`config.mk`:
```
export PLATFORM = sky130hd
export DESIGN_NAME = issue_scoreboard
export DESIGN_NICKNAME = d
export VERILOG_FILES = /design/src/rtl/issue_scoreboard_pkg.sv /design/src/rtl/issue_scoreboard_src_check.sv /design/src/rtl/issue_scoreboard.sv
export SDC_FILE = /design/constraint.sdc
export NUM_CORES = 1
export LEC_CHECK = 0
export ABC_AREA = 1
export ABC_CLOCK_PERIOD_IN_PS = 1300
export BUFFER_PORTS_ARGS = -buffer_cell sky130_fd_sc_hd__buf_2
export CAP_MARGIN = 25
export CORE_UTILIZATION = 25
export DETAILED_ROUTE_END_ITERATION = 7
export SKIP_LAST_GASP = 1
export SYNTH_ARGS = -nofsm -noshare
export SYNTH_HDL_FRONTEND = slang
export SYNTH_SLANG_ARGS = --single-unit
export TNS_END_PERCENT = 1
```
`constraint.sdc`:
```
create_clock -name clk_i -period 1.3 [get_ports clk_i]
set_input_delay 0.065 -clock clk_i [delete_from_list [all_inputs] [get_ports clk_i]]
set_output_delay 0.065 -clock clk_i [all_outputs]
set_load 0.05 [all_outputs]
```
`src/rtl/issue_scoreboard_pkg.sv`:
```
// Shared definitions for the issue-stage RAW hazard scoreboard:
// result classes, slot layout and the class-decode helper.
package issue_scoreboard_pkg;

    typedef enum logic [1:0] {
        SB_CLS_ALU  = 2'd0,
        SB_CLS_LOAD = 2'd1,
        SB_CLS_MUL  = 2'd2,
        SB_CLS_LONG = 2'd3
    } sb_cls_e;

    typedef struct packed {
        logic       valid;
        logic [4:0] rd;
        sb_cls_e    cls;
    } sb_slot_t;

    localparam int unsigned SB_SLOT_W = 8;

    localparam sb_slot_t SB_SLOT_EMPTY = '{valid: 1'b0, rd: 5'd0, cls: SB_CLS_ALU};

    // lsu > mul > div/csr > ALU
    function automatic sb_cls_e sb_classify(input logic lsu, input logic mul,
                                            input logic div, input logic csr);
        if (lsu)
            return SB_CLS_LOAD;
        else if (mul)
            return SB_CLS_MUL;
        else if (div || csr)
            return SB_CLS_LONG;
        else
            return SB_CLS_ALU;
    endfunction

endpackage

```
`src/rtl/issue_scoreboard_src_check.sv`:
```
// sb_src_check: hazard decision for one source operand against the E1 and E2
// slots. The WB slot is always forwarded, so it never contributes a hazard.
module sb_src_check
    import issue_scoreboard_pkg::*;
#(
    parameter bit SUPPORT_LOAD_BYPASS = 1'b1,
    parameter bit SUPPORT_MUL_BYPASS  = 1'b1
) (
    input  logic [4:0] i_src,
    input  logic       i_used,
    input  sb_slot_t   i_e1,
    input  sb_slot_t   i_e2,
    output logic       o_hazard
);

    logic w_live;
    logic w_e1_hit;
    logic w_e2_hit;

    assign w_live   = i_used && (i_src != 5'd0);
    assign w_e1_hit = w_live && i_e1.valid && (i_e1.rd == i_src);
    assign w_e2_hit = w_live && i_e2.valid && (i_e2.rd == i_src);

    // Youngest matching slot decides: an E1 hit shadows any E2 hit.
    always_comb begin
        o_hazard = 1'b0;
        if (w_e1_hit) begin
            o_hazard = (i_e1.cls != SB_CLS_ALU);
        end else if (w_e2_hit) begin
            case (i_e2.cls)
                SB_CLS_LOAD: o_hazard = !SUPPORT_LOAD_BYPASS;
                SB_CLS_MUL:  o_hazard = !SUPPORT_MUL_BYPASS;
                default:     o_hazard = 1'b0;
            endcase
        end
    end

endmodule

```
`src/rtl/issue_scoreboard.sv`:
```
// issue_scoreboard: shadows destination/class of instructions in E1, E2 and WB
// and stalls issue on a RAW hazard that cannot yet be forwarded.
// Optional macro SCOREBOARD_PERF_EN builds a saturating hazard-stall counter.
module issue_scoreboard
    import issue_scoreboard_pkg::*;
#(
    parameter bit SUPPORT_LOAD_BYPASS = 1'b1,
    parameter bit SUPPORT_MUL_BYPASS  = 1'b1
) (
    input  logic        clk_i,
    input  logic        rst_i,
    input  logic        issue_valid_i,
    input  logic        issue_accept_i,
    input  logic        issue_stall_i,
    input  logic        issue_rd_valid_i,
    input  logic [4:0]  issue_rd_i,
    input  logic [4:0]  issue_ra_i,
    input  logic [4:0]  issue_rb_i,
    input  logic        issue_ra_used_i,
    input  logic        issue_rb_used_i,
    input  logic        issue_lsu_i,
    input  logic        issue_mul_i,
    input  logic        issue_div_i,
    input  logic        issue_csr_i,
    input  logic        squash_e1_e2_i,
    input  logic        squash_wb_i,
    output logic        hazard_stall_o,
    output logic        hazard_ra_o,
    output logic        hazard_rb_o,
    output logic [31:0] pending_mask_o,
    output logic [31:0] stall_count_o
);

    sb_slot_t    r_e1;
    sb_slot_t    r_e2;
    sb_slot_t    r_wb;
    sb_slot_t    w_new;
    logic        w_ra_hz;
    logic        w_rb_hz;
    logic [31:0] w_mask;

    // Build the E1 entry for an instruction accepted this cycle.
    always_comb begin
        w_new = SB_SLOT_EMPTY;
        if (issue_valid_i && issue_accept_i && !squash_e1_e2_i) begin
            w_new.valid = 1'b1;
            w_new.rd    = (issue_rd_valid_i && (issue_rd_i != 5'd0)) ? issue_rd_i : 5'd0;
            w_new.cls   = sb_classify(issue_lsu_i, issue_mul_i, issue_div_i, issue_csr_i);
        end
    end

    // Advance the slots; a global stall holds everything, including over squashes.
    always_ff @(posedge clk_i or posedge rst_i) begin
        if (rst_i) begin
            r_e1 <= SB_SLOT_EMPTY;
            r_e2 <= SB_SLOT_EMPTY;
            r_wb <= SB_SLOT_EMPTY;
        end else if (!issue_stall_i) begin
            r_wb <= squash_wb_i    ? SB_SLOT_EMPTY : r_e2;
            r_e2 <= squash_e1_e2_i ? SB_SLOT_EMPTY : r_e1;
            r_e1 <= w_new;
        end
    end

    sb_src_check #(
        .SUPPORT_LOAD_BYPASS (SUPPORT_LOAD_BYPASS),
        .SUPPORT_MUL_BYPASS  (SUPPORT_MUL_BYPASS)
    ) u_chk_ra (
        .i_src    (issue_ra_i),
        .i_used   (issue_ra_used_i),
        .i_e1     (r_e1),
        .i_e2     (r_e2),
        .o_hazard (w_ra_hz)
    );

    sb_src_check #(
        .SUPPORT_LOAD_BYPASS (SUPPORT_LOAD_BYPASS),
        .SUPPORT_MUL_BYPASS  (SUPPORT_MUL_BYPASS)
    ) u_chk_rb (
        .i_src    (issue_rb_i),
        .i_used   (issue_rb_used_i),
        .i_e1     (r_e1),
        .i_e2     (r_e2),
        .o_hazard (w_rb_hz)
    );

    assign hazard_ra_o    = issue_valid_i && w_ra_hz;
    assign hazard_rb_o    = issue_valid_i && w_rb_hz;
    assign hazard_stall_o = hazard_ra_o || hazard_rb_o;

    // OR of one-hot(rd) over valid slots; x0 never reported.
    always_comb begin
        w_mask = '0;
        if (r_e1.valid) w_mask[r_e1.rd] = 1'b1;
        if (r_e2.valid) w_mask[r_e2.rd] = 1'b1;
        if (r_wb.valid) w_mask[r_wb.rd] = 1'b1;
        w_mask[0] = 1'b0;
    end

    assign pending_mask_o = w_mask;

`ifdef SCOREBOARD_PERF_EN
    logic [31:0] r_stall_count;

    // Count effective hazard stalls, saturating at all-ones.
    always_ff @(posedge clk_i or posedge rst_i) begin
        if (rst_i)
            r_stall_count <= '0;
        else if (hazard_stall_o && !issue_stall_i && (r_stall_count != '1))
            r_stall_count <= r_stall_count + 32'd1;
    end

    assign stall_count_o = r_stall_count;
`else
    assign stall_count_o = '0;
`endif

endmodule

```
==> metrics <==
P_int 1160 uW; Pleak ~0.0015 uW; first-pass GRT wire length 10800 microns; EDFF count, synth 0; nets 462; Layout Cells excl Fill 534; row count 32; Layout Area Growth over Synthesis 45.6%; core area 7850 sq um; WP buf/inv 2; grt ovf 0; PortBufs 62; synthesis-stage register bit count 20; Power Dens Cells 582 nW/um^2; switch share 0.333; CTS sink cnt 20; # diodes 0; pre-CTS WS -199 ps; Slowest Stage Delay on Critical Path 470 ps; critical path data required time ~1200 ps; DP Cell Count between 500 and 600; Most common cell on crit path buf_4; crit-path max FO 4; clock skew between 0.5 and 0.6 ps; Hold Path Stages 3; Worst Setup Start Kind flop; initial antenna violation count 0; io pins 96; total CTS buffers 3; drt first pass iters 4; Hold Startpoint issue_rd_i[3]; register area share after synthesis 0.244; Final ANT Viol Nets 0; final period utilization 1.29; fill count ~860; mean area per synthesized cell 6.50 sq um; worst r2r src r_e1[6]; DP HPWL between 5000 and 6000 microns; Syn. warnings 0; overall global routing resource usage 0.158; WP data arrival 1620 ps; Root Driver clkbuf_8; largest net degree at the start of global routing 23; critical path type reg -> out; starting density of the core 0.262; Cells after Synth about 320; Setup WS post-layout -382 ps; cell area after synthesis 2050 sq um; register area 505 sq um; P_sw 579 uW; peak supply drop 0.470 mV; HP Class in -> reg; post-synthesis async set-or-reset flop share 1.00; clock group share of total power 0.359; htree depth 1; worst reg2reg path depth 3; RSZ-0062 raised after global routing yes; Die Span Y 92.7 microns; vias in the first global route 2208; Die Area 8580 sq um; fmax between 0.5 and 0.6 GHz; Crit. Startpoint r_e1[2]; Worst path depth 5; failing checks setup timing; Die X just over 90 microns; register share of total power 0.375; Max Cap Viol 0; Comb pwr share 0.266; Multi-input gate area about 1300 sq um; DRT iter0 DRCs 142; CP Capture Type output port; crit-path cells nor3_4 -> buf_4 -> nand2_1 -> o211ai_1 -> buf_4; WL/cell approximately 12 microns; setup TNS -11760 ps; Remaining DRCs 0; status finished with violations; share of cells above drive strength 1 0.347; clock transition at the registers of the reported paths 80 ps; Post-synth top flop dfrtp_1; final hold violations 0; CP max stage cell dfrtp_2; final WL 6520 microns; Vias 2420; Worst-Skew Late Latency between 200 and 300 ps; Crit path max-delay family flip-flops; fin util 0.381; vias per std cell approximately 4.5; worst hold margin 43.6 ps; Final GP Congestion ~0.92; CTS max path bufs 2; Tmin final approximately 1700 ps; library cells used by synthesis 28; fin. max-slew vios 0; final setup fails 34; CTS tree done
## cell families (layout without fill, tap and decap cells)
kind of cell / after synthesis / in the layout / synth area share
buffers and inverters: 83 / 167 / 0.220
flip-flops: 20 / 20 / 0.244
other: 1 / 33 / 0.00183
AND/OR/NAND/NOR: 165 / 165 / 0.379
AO/OA/AOI/OAI: 46 / 46 / 0.151
XOR/XNOR: 1 / 1 / 0.00426
## cells in the final DEF (no fill, tap or decap), types with 2 or more instances in the layout
cell,instances
buf_6,4
dlygate4sd3_1,3
buf_2,32
o21ai_0,14
nor3_4,6
nand3_1,37
buf_4,69
o31ai_1,2
dfrtp_2,4
clkinv_1,2
clkbuf_4,7
nor3_2,4
inv_2,7
o211ai_1,8
inv_1,34
clkbuf_8,3
nor2_1,12
o221ai_1,10
o22ai_1,7
nand3_2,3
conb_1,33
nor2_2,2
inv_4,2
nand2_1,90
dfrtp_1,16
nor3_1,8
## flip-flops by register name, indices dropped and copies added (netlist names)
name and count:
r_wb 6, r_e1 8, r_e2 6
## Yosys cell counts (2+ instances only)
| library cell | number | area share |
|---|---|---|
| dfrtp_1 | 20 | 0.24 |
| inv_1 | 35 | 0.064 |
| o211ai_1 | 8 | 0.029 |
| nand2_1 | 91 | 0.17 |
| nor3_1 | 8 | 0.019 |
| nand3_1 | 40 | 0.097 |
| inv_2 | 8 | 0.015 |
| nor3_4 | 5 | 0.040 |
| nor2_1 | 14 | 0.026 |
| o22ai_1 | 7 | 0.021 |
| clkbuf_1 | 2 | 0.0037 |
| nor3_2 | 5 | 0.024 |
| o31ai_1 | 2 | 0.0073 |
| clkinv_1 | 2 | 0.0037 |
| o21ai_0 | 14 | 0.034 |
| buf_4 | 33 | 0.12 |
| o221ai_1 | 11 | 0.047 |
## tightest hold or removal path, stage by stage
cell and delay, ps:
buf_2 90, nand2_1 60, o21ai_0 60
## per-layer routing
layer | share of wire | track usage | vias to the layer above
li1 | - | - | 1223
met1 | 0.43 | 0.210 | 1073
met2 | 0.47 | 0.267 | 114
met3 | 0.084 | 0.0263 | 10
met4 | 0.017 | 0.0359 | 0
met5 | 0 | 0 | -
## metrics by stage
stage               total power, uW  cell area (sq um)
floorplan                      1070               2170
global placement               1110               2730
detailed placement             1110               2730
CTS                            1750               2910
global route                   1830               2990
finish                         1740               2990
## final timing paths
check	slack, ps	to
max	-380	pending_mask_o[16]
min	40	r_e1[5]
max reg2reg	330	r_e1[6]
min reg2reg	490	r_e1[1]
max in group asynchronous	700	r_e2[5]
min in group asynchronous	370	r_e2[7]
## what timing repair did
action	4_1_cts	5_1_grt
endpoints found under the setup margin	34	34
hold endpoints to repair	22	0
pin swaps	0	2
cloned	0	0
hold buffers	3	0
buffers inserted	0	2
gates resized for setup	28	24
## cell type report
class,instances,area share
clock inverter,1,0.0100
clock buffer,3,0.0138
sequential,20,0.169
timing repair buffer,116,0.276
multi-input combinational,245,0.422
inverter,47,0.0669
tap,102,0.0427
## power groups by stage
stage	Clock, uW	Combinational, uW	Sequential, uW
after floorplan	0	407	662
after global placement	0	448	663
after detailed placement	0	450	664
after CTS	638	461	652
after global routing	665	505	657
final	624	463	654
(Power assumes the default switching activity.)
